`src/rtl/puf_challenge_sequencer.sv`:
```
// puf_challenge_sequencer: steps a run of consecutive challenges through the
// PUF subblock (reset, enable, race), synchronises the arbiter result and
// assembles a RESP_BITS-wide response presented over valid/ready.
// Optional build macro PUF_MAJORITY_VOTE_EN: race each challenge three times
// and shift in the majority bit.
module puf_challenge_sequencer #(
   parameter int unsigned RESP_BITS      = 32,
   parameter int unsigned RST_CYCLES     = 4,
   parameter int unsigned TIMEOUT_CYCLES = 8388608
) (
   input  logic                 clock,
   input  logic                 reset,
   input  logic                 start,
   input  logic [7:0]           base_challenge,
   output logic [7:0]           puf_challenge,
   output logic [31:0]          puf_enable,
   output logic                 puf_reset,
   input  logic                 puf_out,
   input  logic                 puf_done,
   output logic [RESP_BITS-1:0] response,
   output logic                 resp_valid,
   input  logic                 resp_ready,
   output logic                 busy,
   output logic                 timeout_err
);

   localparam int unsigned CW = $clog2(TIMEOUT_CYCLES + 1);
   localparam int unsigned AW = $clog2(RST_CYCLES + 1);
   localparam int unsigned BW = $clog2(RESP_BITS + 1);
   localparam logic [CW-1:0] TIMEOUT_V = CW'(TIMEOUT_CYCLES);
   localparam logic [AW-1:0] ARM_LAST  = AW'(RST_CYCLES - 1);
   localparam logic [BW-1:0] BITS_V    = BW'(RESP_BITS);

   typedef enum logic [2:0] {IDLE, ARM, RUN, CAPTURE, DONE} state_t;

   state_t        state;
   state_t        state_next;
   logic [1:0]    done_sync;
   logic [1:0]    out_sync;
   logic          done_s;
   logic          out_s;
   logic [AW-1:0] arm_cnt;
   logic [CW-1:0] cyc_cnt;
   logic [CW-1:0] cyc_inc;
   logic [BW-1:0] bit_cnt;
   logic [BW-1:0] bit_inc;
   logic          timed_out;
   logic          race_bit;
   logic          last_race;
   logic          shift_bit;
   logic          race_timeout;

`ifdef PUF_MAJORITY_VOTE_EN
   logic [1:0]    vote_cnt;
   logic [1:0]    tally;
`endif

   assign done_s       = done_sync[1];
   assign out_s        = out_sync[1];
   assign cyc_inc      = cyc_cnt + 1'b1;
   assign bit_inc      = bit_cnt + 1'b1;
   assign race_timeout = !done_s && (cyc_inc == TIMEOUT_V);
   // out_s is already valid in CAPTURE because it was launched with done.
   assign race_bit     = timed_out ? 1'b0 : out_s;

`ifdef PUF_MAJORITY_VOTE_EN
   // Majority of three: tally holds the ones from the first two races.
   assign last_race = (vote_cnt == 2'd2);
   assign shift_bit = tally[1] | (tally[0] & race_bit);
`else
   assign last_race = 1'b1;
   assign shift_bit = race_bit;
`endif

   // Subblock controls and status decoded straight from the state register.
   always_comb begin
      puf_reset  = (state != RUN);
      puf_enable = (state == RUN) ? '1 : '0;
      busy       = (state != IDLE);
      resp_valid = (state == DONE);
   end

   // State register.
   always_ff @(posedge clock or posedge reset) begin
      if (reset) state <= IDLE;
      else       state <= state_next;
   end

   // Next-state logic.
   always_comb begin
      state_next = state;
      unique case (state)
         IDLE:    if (start) state_next = ARM;
         ARM:     if (arm_cnt == ARM_LAST) state_next = RUN;
         RUN:     if (done_s || race_timeout) state_next = CAPTURE;
         CAPTURE: begin
            if (last_race && (bit_inc == BITS_V)) state_next = DONE;
            else                                  state_next = ARM;
         end
         DONE:    if (resp_ready) state_next = IDLE;
         default: state_next = IDLE;
      endcase
   end

   // Synchronisers, counters and response datapath.
   always_ff @(posedge clock or posedge reset) begin
      if (reset) begin
         done_sync     <= '0;
         out_sync      <= '0;
         arm_cnt       <= '0;
         cyc_cnt       <= '0;
         bit_cnt       <= '0;
         timed_out     <= 1'b0;
         timeout_err   <= 1'b0;
         response      <= '0;
         puf_challenge <= '0;
`ifdef PUF_MAJORITY_VOTE_EN
         vote_cnt      <= '0;
         tally         <= '0;
`endif
      end else begin
         done_sync <= {done_sync[0], puf_done};
         out_sync  <= {out_sync[0], puf_out};
         arm_cnt   <= (state == ARM) ? arm_cnt + 1'b1 : '0;
         cyc_cnt   <= (state == RUN) ? cyc_inc : '0;
         unique case (state)
            IDLE: begin
               if (start) begin
                  puf_challenge <= base_challenge;
                  response      <= '0;
                  timeout_err   <= 1'b0;
                  timed_out     <= 1'b0;
                  bit_cnt       <= '0;
`ifdef PUF_MAJORITY_VOTE_EN
                  vote_cnt      <= '0;
                  tally         <= '0;
`endif
               end
            end
            RUN: begin
               if (race_timeout) begin
                  timed_out   <= 1'b1;
                  timeout_err <= 1'b1;
               end
            end
            CAPTURE: begin
               timed_out <= 1'b0;
               if (last_race) begin
                  response      <= (response << 1) | RESP_BITS'(shift_bit);
                  bit_cnt       <= bit_inc;
                  puf_challenge <= puf_challenge + 8'd1;
               end
`ifdef PUF_MAJORITY_VOTE_EN
               if (last_race) begin
                  vote_cnt <= '0;
                  tally    <= '0;
               end else begin
                  vote_cnt <= vote_cnt + 2'd1;
                  tally    <= tally + {1'b0, race_bit};
               end
`endif
            end
            default: ;
         endcase
      end
   end

endmodule

```
`config.mk`:
```
export PLATFORM = sky130hd
export DESIGN_NAME = puf_challenge_sequencer
export DESIGN_NICKNAME = d
export VERILOG_FILES = /design/src/rtl/puf_challenge_sequencer.sv
export SDC_FILE = /design/constraint.sdc
export NUM_CORES = 1
export LEC_CHECK = 0
export ABC_AREA = 1
export CORE_MARGIN = 5
export CORE_UTILIZATION = 51
export DETAILED_ROUTE_END_ITERATION = 10
export PLACE_DENSITY = 0.8
export SLEW_MARGIN = 5
export SYNTH_ARGS = -nofsm -noshare
export SYNTH_HDL_FRONTEND = slang
export SYNTH_SLANG_ARGS = --single-unit
```
`constraint.sdc`:
```
create_clock -name clock -period 2.8 [get_ports clock]
set_clock_uncertainty 0.1 [all_clocks]
set_input_delay 0.28 -clock clock [delete_from_list [all_inputs] [get_ports clock]]
set_output_delay 0.28 -clock clock [all_outputs]
set_load 0.1 [all_outputs]
```
==> out/metrics.yaml <==
yosysSeqAreaShare: 0.484
cts_tree: "yes"
dieHeight_um: 101
cts_made_buffers: 9
multiInputGateArea_um2: 1590
ctsRootBufferMaster: "clkbuf_8"
fin_crit_sh: 0.835
grt_pass1_vias: 3424
overflow: 0
drv_cap: 0
grt_pass1_wl_mm: 15.5
critPathLaunchType: "flip-flop"
area_growth_pct: 19.3
dpl.hpwl_mm: 6.64
leakage_nw: 2.47
drtPass1Iterations: 4
drt_iter0_drc: 135
htree_num_levels: 3
syn_inst: 518
syn-num-nets: 537
ff_latch_area_um2: 2050
fillCellCount: 702
finalNonFillerCells: 690
slew_headroom: 0.583
final_antenna_net_count: 0
synth_area_per_cell_um2: 8.18
async_flop_share: 1.00
tightestPinTransition_ns: 0.624
cp_max_fo: 33
vdd_drop_max_mv: 0.810
start_util: 0.521
grt_usage: 0.187
grt_max_degree: 63
placed_cells: 674
p_per_area_nw_per_um2: 1090
finalSetupViolCount: 0
cp.required_ns: 2.42
path_clk_slew_ns: 0.08
wl_per_cell_um: 13.2
ys_types: 34
yosys_register_bits: 82
ys.flop_type: "dfrtp_1"
vias_per_cell: 5.03
rsz0062_at_grt: "false"
min_path_type: "in2async"
netlist_area_um2: 4240
maxSlewViolCount: 0
drt_wl_total_mm: 9.09
insertion_delay_ns: 0.35
fin_crit_ns: 2.34
n_antenna_cell: 0
status: "complete, no violations"
via_count: 3472
die_area_um2: 10200
hold_viol_final: 0
antenna_found_initial: 0
io_pins: 90
finalSetupTns_ns: 0
ctsLongestPathBuffers: 2
end_kind: "output port"
drive_above_1_share: 0.207
portBuffers: 89
rows: 33
yosysWarnings: 0
die_x_um: 101
worstPathArrival_ns: 1.96
cts_setup_buffers: 0
place_congestion: 0.826
drc_errors: 0
design.core.area_um2: 8130
cts_hold_buffers: 0
fmax_ghz: 0.428
critPathKind: "reg2out"
synth_edf_count: 0
clkSinkCount: 82
cts_resized: 0
fin_nets: 599
## cell usage after synthesis, types with 2 or more instances
master,number,area [um2]
ha_1,5,62.6
nand2_1,96,360
a31oi_1,2,12.5
o211ai_1,2,15.0
nor2_1,57,214
o21ai_0,14,70.1
buf_1,2,7.51
o21ai_1,3,15.0
nor2_2,6,37.5
buf_2,5,25.0
nand2_2,4,25.0
nand4_1,7,43.8
nand3_1,26,130
a22o_1,2,17.5
xor2_1,4,35.0
nor2_4,5,56.3
nand3b_1,5,37.5
buf_4,31,233
nand3_2,2,20.0
a21oi_1,17,85.1
nand2_4,3,33.8
dfrtp_1,82,2050
inv_1,85,319
nor3_1,5,25.0
o22ai_1,35,219
clkbuf_1,5,18.8
## registers in the layout, indices dropped and copies added (netlist names)
name and cells:
arm_cnt 3, bit_cnt 6, cyc_cnt 24, done_sync 2
out_sync 2, puf_challenge 8, response 32, state 3
timed_out 1, timeout_err 1
## stage by stage
stage          instance area (um2)  hold WS [ns]   util  power, W  setup slack [ns]
6_report                      5050         0.127  0.621   0.00551             0.462
5_1_grt                       5050         0.162  0.621   0.00576             0.301
4_1_cts                       5050         0.130  0.621   0.00555             0.410
3_5_place_dp                  4850         0.248  0.596   0.00467             0.713
3_3_place_gp                  4850         0.232  0.596   0.00463             0.811
2_1_floorplan                 4250         0.211      -   0.00427             0.153
## cells in the final DEF (no fill, tap or decap), types with 2 or more instances in the layout
cell and instances:
nand4_1 7, nand3b_1 5, clkbuf_8 11, a31oi_1 2, nand3_1 26, o21ai_1 3
o211ai_1 2, o22ai_1 35, nand2_1 96, dfrtp_1 82, buf_4 80, nand2_2 4
nand3_2 2, xor2_1 4, clkdlybuf4s50_1 13, nand2_4 3, ha_1 5, inv_1 84
o21ai_0 14, nor2_1 56, a21oi_1 17, nor2_2 6, nor3_1 5, a22o_1 2
clkbuf_1 2, nor2_4 6
## worst max-delay path, stage by stage (launching register included)
cell,delay [ns]
dfrtp_1,0.39
inv_1,0.08
nor2_1,0.10
inv_1,0.10
nor2_4,0.49
inv_2,0.16
buf_4,0.28
## power breakdown
group	switching [W]	internal (W)	leakage, nW
Clock	0.000417	0.000465	0.100
Sequential	0.000124	0.00134	1.11
Combinational	0.00259	0.000576	1.26
## final timing paths
kind / start / end / slack (ns) / cells past startpoint
hold reg to reg: done_sync[0] / done_sync[1] / 0.26 / 0
setup reg to reg: cyc_cnt[0] / state[0] / 0.69 / 13
min in group clock: done_sync[0] / done_sync[1] / 0.26 / 0
max in group asynchronous: reset / cyc_cnt[17] / 1.83 / 3
setup / recovery: state[1] / puf_reset / 0.46 / 6
hold / removal: reset / response[6] / 0.13 / 2
## metal layers
layer  GRT usage  vias to the layer above  wire length, um
met5           0                        -                0
met4      0.0593                        0              112
met3      0.0482                       11              549
met2       0.315                       80             4580
met1       0.235                     1635             3860
li1            -                     1746                -
## cells by family after synthesis
group | count (synthesis) | share of synthesized area
simple gates | 219 | 0.240
flops | 82 | 0.484
buf+inv | 130 | 0.144
xor+xnor | 4 | 0.00827
compound gates | 78 | 0.108
fa+ha+maj | 5 | 0.0148
## cell type report
cell class / instances / area share
inverters: 87 / 0.0649
clock inverters: 3 / 0.00916
multi-input cells: 306 / 0.314
well taps: 105 / 0.0260
flip-flops and latches: 82 / 0.406
repair buffers: 94 / 0.149
clock buffers: 13 / 0.0315
Note: power is estimated with default switching activity, not from simulation.
